File: src/rtl/ps2_kbd_fifo_if.sv
// Scan-code pop interface between the PS/2 keyboard receiver and its consumer.
interface ps2_kbd_fifo_if;
  logic       rd_en;
  logic       code_valid;
  logic [7:0] code_data;
  logic       code_break;
  logic       code_ext;

  modport master (output code_valid, code_data, code_break, code_ext, input rd_en);
  modport slave  (input code_valid, code_data, code_break, code_ext, output rd_en);
endinterface

File: src/rtl/ps2_kbd_fifo.sv
// PS/2 keyboard receiver: oversampled framing, parity/stop check, E0/F0 prefix
// folding and a first-word-fall-through scan-code FIFO.
module ps2_kbd_fifo #(
  parameter int unsigned FIFO_DEPTH     = 8,
  parameter int unsigned ADDR_WIDTH     = 3,
  parameter int unsigned SYNC_STAGES    = 2,
  parameter int unsigned TIMEOUT_CYCLES = 50000,
  parameter int unsigned CNT_WIDTH      = 8
) (
  input  logic                 clk,
  input  logic                 rst,
  input  logic                 ps2_clk,
  input  logic                 ps2_data,
  input  logic                 clr_err,
  ps2_kbd_fifo_if.master       kbd,
  output logic                 overflow,
  output logic                 parity_err,
  output logic [CNT_WIDTH-1:0] press_cnt
);

  localparam int unsigned TO_W    = $clog2(TIMEOUT_CYCLES + 1);
  localparam int unsigned PTR_W   = ADDR_WIDTH + 1;
  localparam int unsigned ENTRY_W = 10;

  typedef enum logic [1:0] {S_IDLE, S_DATA, S_PARITY, S_STOP} state_t;

  state_t                   state_q, state_d;
  logic [SYNC_STAGES-1:0]   clk_sync, data_sync;
  logic                     clk_prev;
  logic                     clk_s, data_s, fe;
  logic [TO_W-1:0]          to_cnt;
  logic                     timeout;
  logic [2:0]               bitcnt;
  logic [7:0]               shreg;
  logic                     par_bit;
  logic                     start_c, shift_c, par_c, stop_c;
  logic                     frame_ok, frame_bad, is_e0, is_f0, push;
  logic                     ext_pend, brk_pend;
  logic [ENTRY_W-1:0]       mem [FIFO_DEPTH];
  logic [PTR_W-1:0]         wr_ptr, rd_ptr, wr_ptr_d, rd_ptr_d;
  logic                     full, pop, wr_ok, drop;

  // Synchronisers and falling-edge detect on the PS/2 clock
  always_ff @(posedge clk or negedge rst) begin
    if (!rst) begin
      clk_sync  <= '0;
      data_sync <= '0;
      clk_prev  <= 1'b0;
    end else begin
      clk_sync  <= {clk_sync[SYNC_STAGES-2:0], ps2_clk};
      data_sync <= {data_sync[SYNC_STAGES-2:0], ps2_data};
      clk_prev  <= clk_sync[SYNC_STAGES-1];
    end
  end

  assign clk_s  = clk_sync[SYNC_STAGES-1];
  assign data_s = data_sync[SYNC_STAGES-1];
  assign fe     = clk_prev & ~clk_s;

  // Watchdog against a keyboard that stops clocking mid-frame
  assign timeout = (state_q != S_IDLE) && !fe && (to_cnt == TO_W'(TIMEOUT_CYCLES - 1));

  always_ff @(posedge clk or negedge rst) begin
    if (!rst)                           to_cnt <= '0;
    else if (state_q == S_IDLE || fe)   to_cnt <= '0;
    else if (!timeout)                  to_cnt <= to_cnt + TO_W'(1);
  end

  always_ff @(posedge clk or negedge rst) begin
    if (!rst) state_q <= S_IDLE;
    else      state_q <= state_d;
  end

  always_comb begin
    state_d = state_q;
    if (fe) begin
      case (state_q)
        S_IDLE:   if (!data_s) state_d = S_DATA;
        S_DATA:   if (bitcnt == 3'd7) state_d = S_PARITY;
        S_PARITY: state_d = S_STOP;
        S_STOP:   state_d = S_IDLE;
        default:  state_d = S_IDLE;
      endcase
    end else if (timeout) begin
      state_d = S_IDLE;
    end
  end

  always_comb begin
    start_c = 1'b0;
    shift_c = 1'b0;
    par_c   = 1'b0;
    stop_c  = 1'b0;
    if (fe) begin
      case (state_q)
        S_IDLE:   start_c = !data_s;
        S_DATA:   shift_c = 1'b1;
        S_PARITY: par_c   = 1'b1;
        S_STOP:   stop_c  = 1'b1;
        default:  ;
      endcase
    end
  end

  // Frame shift register, LSB arrives first
  always_ff @(posedge clk or negedge rst) begin
    if (!rst) begin
      bitcnt  <= '0;
      shreg   <= '0;
      par_bit <= 1'b0;
    end else begin
      if (start_c) bitcnt <= '0;
      if (shift_c) begin
        shreg  <= {data_s, shreg[7:1]};
        bitcnt <= bitcnt + 3'd1;
      end
      if (par_c) par_bit <= data_s;
    end
  end

  assign frame_ok  = stop_c && data_s && (^{shreg, par_bit});
  assign frame_bad = stop_c && !frame_ok;
  assign is_e0     = (shreg == 8'hE0);
  assign is_f0     = (shreg == 8'hF0);
  assign push      = frame_ok && !is_e0 && !is_f0;

  assign full     = (wr_ptr[ADDR_WIDTH-1:0] == rd_ptr[ADDR_WIDTH-1:0]) &&
                    (wr_ptr[ADDR_WIDTH] != rd_ptr[ADDR_WIDTH]);
  assign pop      = kbd.rd_en && kbd.code_valid;
  assign wr_ok    = push && (!full || pop);
  assign drop     = push && full && !pop;
  assign wr_ptr_d = wr_ok ? wr_ptr + PTR_W'(1) : wr_ptr;
  assign rd_ptr_d = pop   ? rd_ptr + PTR_W'(1) : rd_ptr;

  always_ff @(posedge clk or negedge rst) begin
    if (!rst) begin
      for (int unsigned i = 0; i < FIFO_DEPTH; i++) mem[ADDR_WIDTH'(i)] <= '0;
      wr_ptr         <= '0;
      rd_ptr         <= '0;
      kbd.code_valid <= 1'b0;
    end else begin
      if (wr_ok) mem[wr_ptr[ADDR_WIDTH-1:0]] <= {ext_pend, brk_pend, shreg};
      wr_ptr         <= wr_ptr_d;
      rd_ptr         <= rd_ptr_d;
      kbd.code_valid <= (wr_ptr_d != rd_ptr_d);
    end
  end

  assign {kbd.code_ext, kbd.code_break, kbd.code_data} = mem[rd_ptr[ADDR_WIDTH-1:0]];

  // Prefix flags, make counter and sticky errors (a new error beats clr_err)
  always_ff @(posedge clk or negedge rst) begin
    if (!rst) begin
      ext_pend   <= 1'b0;
      brk_pend   <= 1'b0;
      press_cnt  <= '0;
      overflow   <= 1'b0;
      parity_err <= 1'b0;
    end else begin
      if (frame_ok) begin
        if (is_e0)      ext_pend <= 1'b1;
        else if (is_f0) brk_pend <= 1'b1;
        else begin
          ext_pend <= 1'b0;
          brk_pend <= 1'b0;
        end
      end
      if (wr_ok && !brk_pend) press_cnt <= press_cnt + CNT_WIDTH'(1);
      if (drop)         overflow <= 1'b1;
      else if (clr_err) overflow <= 1'b0;
      if (frame_bad)    parity_err <= 1'b1;
      else if (clr_err) parity_err <= 1'b0;
    end
  end

endmodule
File: src/flat_wrapper.sv
// flat-port wrapper written by rule: the top's interface ports become plain ports
module ps2_kbd_fifo_flat 
#(
  parameter int unsigned FIFO_DEPTH     = 8,
  parameter int unsigned ADDR_WIDTH     = 3,
  parameter int unsigned SYNC_STAGES    = 2,
  parameter int unsigned TIMEOUT_CYCLES = 50000,
  parameter int unsigned CNT_WIDTH      = 8
)
  (clk, rst, ps2_clk, ps2_data, clr_err, overflow, parity_err, press_cnt, kbd_code_valid, kbd_code_data, kbd_code_break, kbd_code_ext, kbd_rd_en);
  ps2_kbd_fifo_if kbd_i ();
  input  logic clk;
  input  logic rst;
  input  logic ps2_clk;
  input  logic ps2_data;
  input  logic clr_err;
  output logic overflow;
  output logic parity_err;
  output logic [CNT_WIDTH-1:0] press_cnt;
  output wire logic [$bits(kbd_i.code_valid)-1:0] kbd_code_valid;
  output wire logic [$bits(kbd_i.code_data)-1:0] kbd_code_data;
  output wire logic [$bits(kbd_i.code_break)-1:0] kbd_code_break;
  output wire logic [$bits(kbd_i.code_ext)-1:0] kbd_code_ext;
  input wire logic [$bits(kbd_i.rd_en)-1:0] kbd_rd_en;
  assign kbd_code_valid = kbd_i.code_valid;
  assign kbd_code_data = kbd_i.code_data;
  assign kbd_code_break = kbd_i.code_break;
  assign kbd_code_ext = kbd_i.code_ext;
  assign kbd_i.rd_en = kbd_rd_en;
  ps2_kbd_fifo #(.FIFO_DEPTH(FIFO_DEPTH), .ADDR_WIDTH(ADDR_WIDTH), .SYNC_STAGES(SYNC_STAGES), .TIMEOUT_CYCLES(TIMEOUT_CYCLES), .CNT_WIDTH(CNT_WIDTH)) u_core (.clk(clk), .rst(rst), .ps2_clk(ps2_clk), .ps2_data(ps2_data), .clr_err(clr_err), .kbd(kbd_i), .overflow(overflow), .parity_err(parity_err), .press_cnt(press_cnt));
endmodule
File: config.mk
export PLATFORM = sky130hd
export DESIGN_NAME = ps2_kbd_fifo_flat
export DESIGN_NICKNAME = d
export VERILOG_FILES = /design/src/rtl/ps2_kbd_fifo_if.sv /design/src/rtl/ps2_kbd_fifo.sv /design/src/flat_wrapper.sv
export SDC_FILE = /design/constraint.sdc
export NUM_CORES = 1
export LEC_CHECK = 0
export ABC_AREA = 1
export ABC_CLOCK_PERIOD_IN_PS = 5700
export BUFFER_PORTS_ARGS = -buffer_cell sky130_fd_sc_hd__buf_2
export CORE_MARGIN = 3
export CORE_UTILIZATION = 25
export CTS_CLUSTER_DIAMETER = 200
export DETAILED_ROUTE_END_ITERATION = 10
export MAX_ROUTING_LAYER = met4
export PLACE_DENSITY = 0.46
export SLEW_MARGIN = 20
export SYNTH_ARGS = -nofsm -noshare
export SYNTH_HDL_FRONTEND = slang
export SYNTH_SLANG_ARGS = --single-unit
File: constraint.sdc
create_clock -name clk -period 5.7 [get_ports clk]
set_input_delay 1.14 -clock clk [delete_from_list [all_inputs] [get_ports clk]]
set_output_delay 1.14 -clock clk [all_outputs]
set_load 0.05 [all_outputs]
==> metrics.yaml <==
cts.sinks: 136
end_kind: "output port"
die_area_sq_um: 28020
ioPinCount: 27
grt-ovfl-total: 0
fin_crit_sh: 0.7084
top_usage_layer: "met2"
dr.pass1.iters: 4
hold_viol_final: 0
antenna_found_initial: 0
rows: 58
grt_max_degree: 94
ys_ff_latch: 136
yosys.area.top_type: "dfrtp_1"
insertedDiodeCount: 0
path_clk_slew_ns: 0.06
p_leak_uw: 0.003364
initial_utilization: 0.2564
synthCells: 760
cts_hold_buffers: 0
cp.required_ns: 4.56
ys_warn_count: 0
cts_root_buf: "clkbuf_16"
initialDrtViolationCount: 288
fin_skew_ns: 0.01107
irDropWorstVdd_mv: 0.2316
drt.antenna.violating_nets: 0
rsz0062_at_grt: "false"
io_buffers: 26
grt_use_met1: 0.1702
startpoint_type: "register"
max_slew_margin: 0.3189
setup-violations-final: 0
drc: 0
clk_latency_ns: 0.41
routed_wl_um: 15720
tns_ns: 0
viasPerCell: 4.504
yosysTopAreaCellShare: 0.5226
worstPathArrival_ns: 2.90
cts.path.max_buffers: 2
cts_tree: "done"
status: "complete, no violations"
cp_max_fo: 44
routedWlPerCell_um: 14.11
grt_pass1_vias: 4881
powerDensity_nw_per_um2: 440.4
worstSetupPathType: "register to output port"
tightest_slew_ns: 1.019
vias: 5018
final_nets: 787
cts.repair.resized: 0
dp_hpwl_um: 10130
min_period_ns: 4.038
die_y_um: 167.4
grt.total_usage: 0.1193
fmax_mhz: 247.6
gp_congestion: 0.7243
hp-class: "register to register"
die_w_um: 167.4
cts-htree-levels: 4
yosysUniqueCellTypes: 39
grt_use_met3: 0.02620
coreArea_sq_um: 25400
synth_area_leaders: "dfrtp_1 52%, nand2_1 9.6%, o21ai_1 5.1%"
grt_util_met2: 0.1715
grt_pass1_wl_um: 26290
areaGrowthSynthToFinish_pct: 15.20
cap_violations: 0
drive_gt1_frac: 0.1110
syn_area_per_cell_sq_um: 8.569
ys_seq_area_frac: 0.5226
layout_common_cells: "166 x nand2_1, 136 x dfrtp_1, 85 x nor2_1"
final_util: 0.2954
slew_viol_final: 0
syn_nets: 776
cts_setup_buffers: 0
layout_commonest_cell: "nand2_1"
cts_buffers: 17
synth.cell_area_sq_um: 6512
[sequential cells by signal, indices dropped and copies added (netlist names)]
signal	flops
u_core.parity_err	1
u_core.ext_pend	1
u_core.press_cnt	8
u_core.wr_ptr	4
u_core.shreg	8
u_core.par_bit	1
u_core.kbd.code_valid	1
u_core.clk_prev	1
u_core.mem	80
u_core.clk_sync	2
u_core.bitcnt	3
u_core.brk_pend	1
u_core.state_q	2
u_core.overflow	1
u_core.data_sync	2
u_core.rd_ptr	4
u_core.to_cnt	16
[report_power, final]
group	switching, uW	internal [uW]
logic	774	285
registers	53.1	1010
clock network	447	737
[layer usage]
metal	share of wire	vias up
met2	0.43	66
li1	-	2545
met4	0.0090	0
met5	0	-
met1	0.53	2397
met3	0.027	10
[stage by stage]
step	instances	power, uW	setup slack (ns)	instance area, sq um	hold WS (ns)
floorplan	760	1860	2.501	6513	0.3312
global placement	1082	2144	2.141	6875	0.3363
detailed placement	1082	2143	2.143	6875	0.3410
CTS	1114	3334	1.694	7502	0.3554
global route	1114	3493	1.520	7502	0.3692
finish	1114	3304	1.662	7502	0.3555
[synth_stat cells]
cell type and number:
nand2_1 166, dfrtp_1 136, nor2_1 85, o21ai_1 66, o21ai_0 61, inv_1 58, nand3_1 22, clkbuf_1 21
nand4_1 14, a31oi_1 12, a21oi_1 11, o21a_1 11, o32ai_1 11, ha_1 10, xor2_1 10, buf_6 9
nor3_1 9, buf_2 6, inv_2 5, nand3_2 5, nand2_2 4, o21ai_2 4, xnor2_1 4, a32o_1 2
clkbuf_2 2, nand4_4 2, o22ai_1 2, a21oi_4 1, and3_1 1, buf_1 1, clkinv_1 1, clkinv_2 1
nor2_2 1, nor2_4 1, nor4_1 1, o211a_1 1, o211ai_1 1, o31ai_1 1, or2_2 1
[final cells by class]
| cell class | instances | area (sq um) |
|---|---|---|
| tap | 330 | 412.9 |
| fill | 2738 | 17900 |
| timing repair buffer | 31 | 173.9 |
| clock inverter | 14 | 197.7 |
| inverter | 65 | 245.2 |
| clock buffer | 18 | 429.2 |
| sequential | 136 | 3403 |
| multi-input combinational | 520 | 2640 |
[worst paths after layout]
check / startpoint / end / slack (ns) / cells after the start
setup / recovery: u_core.rd_ptr[0] / kbd_code_data[0] / 1.66 / 8
hold / removal: u_core.data_sync[0] / u_core.data_sync[1] / 0.36 / 0
setup reg to reg: u_core.rd_ptr[0] / u_core.mem[40] / 2.19 / 11
hold reg to reg: u_core.data_sync[0] / u_core.data_sync[1] / 0.36 / 0
max in group asynchronous: rst / u_core.press_cnt[5] / 3.73 / 2
min in group asynchronous: rst / u_core.mem[21] / 0.78 / 1
[critical path: stages (launching register included)]
cell and delay (ns):
dfrtp_1 0.35, buf_4 0.28, inv_1 0.40, buf_4 0.39, nor2_1 0.07, o32ai_1 0.23
nor2_1 0.06, a31oi_1 0.33, buf_2 0.34
[cell families after synthesis]
kind of cell | share of synthesized area
buffers and inverters | 0.07205
AOI/OAI and AO/OA | 0.1618
DFF | 0.5226
adders and majority gates | 0.01921
and+or+nand+nor | 0.2056
xor gates and xnor gates | 0.01883
Note: power is estimated with default switching activity, not from simulation.
